`src/rtl/pipe_pkg.sv`:
```
// Shared types and helpers for the signed delay-line family.
// Latency: n/a (package only).
// Backpressure: n/a; stalls are expressed through each stage's EN input.
package pipe_pkg;

  // Smallest legal number of register stages.
  localparam int DEPTH_MIN = 1;

  // Default sample width used by the fixed-point datapaths.
  localparam int SAMPLE_BW = 9;

  // Stage layout at the default width. Modules with a parameterised width
  // declare the same {data, vld} layout locally, sized by their own BW.
  typedef struct packed {
    logic signed [SAMPLE_BW-1:0] data;
    logic                        vld;
  } stage_t;

  // Ceiling log2 for sizing counters at elaboration time; n must be >= 2.
  function automatic int clog2(input int n);
    int r;
    r = 0;
    for (int i = 0; i < 31; i++) begin
      if ((1 << i) < n) r = i + 1;
    end
    return r;
  endfunction

endpackage

```
`src/rtl/pipe_stage.sv`:
```
// One {data, vld} register stage of the delay line.
// Latency: 1 enabled edge from d to q.
// Backpressure: EN=0 holds the stage; FLUSH clears it and wins over EN.
module pipe_stage #(
  parameter int W = 10
) (
  input  logic         CLK,
  input  logic         RESET,
  input  logic         EN,
  input  logic         FLUSH,
  input  logic [W-1:0] d,
  output logic [W-1:0] q
);

  // Stage register: async clear, then flush, then advance, else hold.
  always_ff @(posedge CLK or negedge RESET) begin
    if (!RESET) begin
      q <= '0;
    end else if (FLUSH) begin
      q <= '0;
    end else if (EN) begin
      q <= d;
    end
  end

endmodule

```
`src/rtl/pipe_delay_line.sv`:
```
// DEPTH-stage signed delay line with per-stage valid, stall, flush and occupancy.
// Latency: DEPTH enabled edges (or the selected tap when PIPE_DELAY_SEL_EN is defined).
// Backpressure: EN=0 stalls every stage and ignores d; FLUSH empties the line.
module pipe_delay_line
  import pipe_pkg::*;
#(
  parameter int BW    = 9,
  parameter int DEPTH = 4,
  parameter int CW    = clog2(DEPTH + 1)
) (
  input  logic                 CLK,
  input  logic                 RESET,
  input  logic                 EN,
  input  logic                 FLUSH,
  input  logic signed [BW-1:0] d,
  input  logic                 d_valid,
`ifdef PIPE_DELAY_SEL_EN
  input  logic [CW-1:0]        sel,
`endif
  output logic signed [BW-1:0] q,
  output logic                 q_valid,
  output logic [CW-1:0]        occupancy
);

  // Same {data, vld} layout as pipe_pkg::stage_t, sized by this instance's BW.
  typedef struct packed {
    logic signed [BW-1:0] data;
    logic                 vld;
  } lane_t;

  lane_t stage_d [DEPTH];
  lane_t stage_q [DEPTH];
  lane_t tap;
  logic  exit_vld;
  logic [CW-1:0] vld_count;

  // Stage chain: stage 0 takes the input sample, stage k takes stage k-1.
  for (genvar k = 0; k < DEPTH; k++) begin : g_stage
    if (k == 0) begin : g_head
      assign stage_d[k] = '{data: d, vld: d_valid};
    end else begin : g_link
      assign stage_d[k] = stage_q[k-1];
    end
    pipe_stage #(.W(BW + 1)) u_stage (
      .CLK   (CLK),
      .RESET (RESET),
      .EN    (EN),
      .FLUSH (FLUSH),
      .d     (stage_d[k]),
      .q     (stage_q[k])
    );
  end

  // The oldest stage is the one discarded on every enabled shift.
  assign exit_vld = stage_q[DEPTH-1].vld;

  // Occupancy tracks entries minus exits; entry and exit together cancel.
  always_ff @(posedge CLK or negedge RESET) begin
    if (!RESET) begin
      occupancy <= '0;
    end else if (FLUSH) begin
      occupancy <= '0;
    end else if (EN) begin
      if (d_valid && !exit_vld) begin
        occupancy <= occupancy + CW'(1);
      end else if (!d_valid && exit_vld) begin
        occupancy <= occupancy - CW'(1);
      end
    end
  end

  // Population count of the valid bits, the ground truth for occupancy.
  always_comb begin
    vld_count = '0;
    for (int k = 0; k < DEPTH; k++) begin
      vld_count = vld_count + CW'(stage_q[k].vld);
    end
  end

`ifdef PIPE_DELAY_SEL_EN
  logic [CW-1:0] tap_idx;

  // Clamp the requested latency into 1..DEPTH and turn it into a stage index.
  always_comb begin
    tap_idx = sel - CW'(1);
    if (sel == '0) begin
      tap_idx = '0;
    end else if (sel > CW'(DEPTH)) begin
      tap_idx = CW'(DEPTH - 1);
    end
  end

  // Output mux over registered stages; sel changes take effect immediately.
  always_comb begin
    tap = stage_q[DEPTH-1];
    for (int k = 0; k < DEPTH; k++) begin
      if (tap_idx == CW'(k)) tap = stage_q[k];
    end
  end
`else
  assign tap = stage_q[DEPTH-1];
`endif

  assign q       = tap.data;
  assign q_valid = tap.vld;

  a_depth_legal: assert property (@(posedge CLK) DEPTH >= DEPTH_MIN);

  a_occ_range: assert property (@(posedge CLK) disable iff (!RESET)
    occupancy <= CW'(DEPTH));

  a_occ_popcount: assert property (@(posedge CLK) disable iff (!RESET)
    occupancy == vld_count);

endmodule

```
`config.mk`:
```
export PLATFORM = sky130hd
export DESIGN_NAME = pipe_delay_line
export DESIGN_NICKNAME = d
export VERILOG_FILES = /design/src/rtl/pipe_pkg.sv /design/src/rtl/pipe_stage.sv /design/src/rtl/pipe_delay_line.sv
export SDC_FILE = /design/constraint.sdc
export NUM_CORES = 1
export LEC_CHECK = 0
export CAP_MARGIN = 20
export CORE_MARGIN = 3
export CORE_UTILIZATION = 57
export CTS_CLUSTER_DIAMETER = 200
export DETAILED_ROUTE_END_ITERATION = 8
export PLACE_DENSITY_LB_ADDON = 0.08
export REMOVE_ABC_BUFFERS = 1
export SLEW_MARGIN = 10
export SYNTH_ARGS = -nofsm -noshare
export SYNTH_HDL_FRONTEND = slang
export SYNTH_SLANG_ARGS = --single-unit
```
`constraint.sdc`:
```
create_clock -name CLK -period 2.4 [get_ports CLK]
set_clock_uncertainty 0.2 [all_clocks]
set_input_delay 0.24 -clock CLK [delete_from_list [all_inputs] [get_ports CLK]]
set_output_delay 0.24 -clock CLK [all_outputs]
set_load 0.01 [all_outputs]
```
==> out/results.ini <==
[setup_path]
start_kind = flip-flop
crit_buf_inv = 1
r2r_cells = 5
crit_required_ns = 1.96
cp_max_fo = 6
critPathKind = reg -> out
crit_path_cell_trace = clkdlybuf4s50_1
crit_family = buffers and inverters
crit_cells = 1
endpoint_kind = output port
worstPathArrival_ns = 1.36
critical-path-max-stage-delay_ns = 0.57
crit_slowest_cell = clkdlybuf4s50_1

[logic_synthesis]
avgSynthCellArea_um2 = 12.15
yosysMostFrequentCell = dfrtp_1
yosysUniqueCellTypes = 20
synth_top_cell_by_area = dfrtp_1
ys_seq_area_frac = 0.5903
ys_top_cells_by_count = 43 x dfrtp_1, 41 x nor2_1, 40 x mux2i_1
synth_ff_type = dfrtp_1
ys_ff_latch = 43
synth_cells = 150
yosysTopAreaCellShare = 0.5903
synth_edf_count = 0
synth_area_leaders = dfrtp_1 59%, mux2i_1 22%, nor2_1 8.4%
async_flop_share = 1.000
synth_warnings = 0
synth_area_um2 = 1823

[placed_design]
pre_cts_slack_ns = 0.2851
place_inst = 211
place_area_um2 = 2088
gp_congestion = 0.6710
place_hpwl_um = 1940
port-buffer-count = 26

[clock_tree]
cts.sinks = 43
clockBufferDepth = 2
numCtsBuffers = 5
cts_setup_buffers = 0
cts_tree = yes
hold_buffers = 1
clk_pin_slew_worst_paths_ns = 0.11
cts-root-buf = clkbuf_4
clk_latency_ns = 0.33
post_cts_resized = 0
h-tree-depth = 2

[drt]
wl_um = 2766
avgViaCountPerCell = 5.206
first_iter_violations = 71
wl_per_cell_um = 12.69
drtAntennaViolNets = 0
drc_errors = 0
dr.pass1.iters = 4
vias = 1135

[global_route]
grt.total_usage = 0.1693
grt_pass1_vias = 1186
grt_max_degree = 44
grt_overflow = 0
antenna_found_initial = 0
grt_pass1_wl_um = 5237

[hold_path]
hp-class = in -> reg
whs_path_depth = 3

[die]
pin_count = 27
initial_utilization = 0.6286
die_height_um = 62.56
core_um2 = 2900
rows = 19
die_w_um = 62.56
dieArea_um2 = 3913

[sta]
tightest_slew_ns = 0.8903
hold_viol_final = 0
slew_headroom = 0.4064
setup_viol = 0
tns_ns = 0
worst_slack_ns = 0.6028
drv_slew = 0
rsz0062_at_grt = false
max_freq_mhz = 556.4
fin_crit_sh = 0.7488
fin_crit_ns = 1.797

[layout]
fin_area_um2 = 2140
drive_gt1_frac = 0.06250
antenna_cells = 0
fin_cells = 218
area_growth_syn_to_layout_pct = 17.36
fill_cells = 221
final_util = 0.7377
layout.nets = 192

[power_and_ir_drop]
peakVddDrop_mv = 0.4513
power_density_nw_per_um2 = 556.1
leakage_nw = 1.065

[outcome]
status = finished clean

[job]
maxCapViolations = 0

==> layout by cell type (no fill, tap or decap), drive strengths merged <==
master / netlist / routed
a211oi: 1 / 1
a21o: 1 / 1
a21oi: 2 / 2
and2: 1 / 1
buf: 6 / 5
clkbuf: 4 / 6
clkdlybuf4s50: 0 / 24
dfrtp: 43 / 43
dlygate4sd3: 0 / 1
fa: 1 / 1
inv: 2 / 2
mux2i: 40 / 40
nand2b: 1 / 1
nand3: 2 / 2
nand4b: 1 / 1
nand4bb: 1 / 1
nor2: 41 / 41
nor2b: 1 / 1
o21ai: 1 / 1
xor2: 1 / 1
==> flip-flops by register name, summed over array words and instances (netlist names) <==
name and cells:
g_stage.u_stage.q 40, occupancy 3
==> kinds of logic (layout without fill, tap and decap cells) <==
| logic type | Yosys count | in the layout | share of synthesized area |
|---|---|---|---|
| and+or+nand+nor | 48 | 48 | 0.1112 |
| buffers and inverters | 12 | 38 | 0.04392 |
| muxes | 40 | 40 | 0.2196 |
| AOI/OAI and AO/OA | 5 | 5 | 0.01922 |
| xor gates and xnor gates | 1 | 1 | 0.004805 |
| adders and majority gates | 1 | 1 | 0.01098 |
| DFF | 43 | 43 | 0.5903 |
==> where the power goes <==
group	internal, mW	leakage (nW)	total (mW)	switching (mW)
registers	0.746	0.589	0.758	0.0126
clock network	0.104	0.0242	0.298	0.194
logic	0.0648	0.452	0.133	0.0685
==> cell type report <==
class / instances / area [um2] / share of cell area
repair buffers: 30 / 295.3 / 0.1380
multi-input cells: 95 / 666.9 / 0.3117
clock buffers: 6 / 41.29 / 0.01930
flip-flops and latches: 43 / 1076 / 0.5029
well taps: 42 / 52.55 / 0.02456
inverters: 2 / 7.507 / 0.003509
==> per-layer routing <==
layer,routed length (um),global-route usage
met5,0,0
met4,61,0.08264
met3,111,0.03777
met2,1333,0.2796
met1,1260,0.2101
==> through the flow <==
| stage | total power, mW | hold slack (ns) |
|---|---|---|
| final | 1.190 | 0.1727 |
| after global routing | 1.261 | 0.1793 |
| after floorplan | 0.8228 | -0.2556 |
| after global placement | 0.9006 | 0.1993 |
| after CTS | 1.212 | 0.1500 |
| after detailed placement | 0.9078 | 0.2222 |
==> worst paths after layout <==
check                      slack, ns                      end                     from
setup / recovery                0.60                  q_valid  g_stage[3].u_stage.q[0]
hold / removal                  0.17             occupancy[0]                       EN
setup reg to reg                0.66             occupancy[2]  g_stage[3].u_stage.q[0]
hold reg to reg                 0.33  g_stage[3].u_stage.q[5]  g_stage[3].u_stage.q[5]
max in group asynchronous       1.08  g_stage[2].u_stage.q[4]                    RESET
min in group asynchronous       0.37  g_stage[3].u_stage.q[2]                    RESET
(Power assumes the default switching activity.)
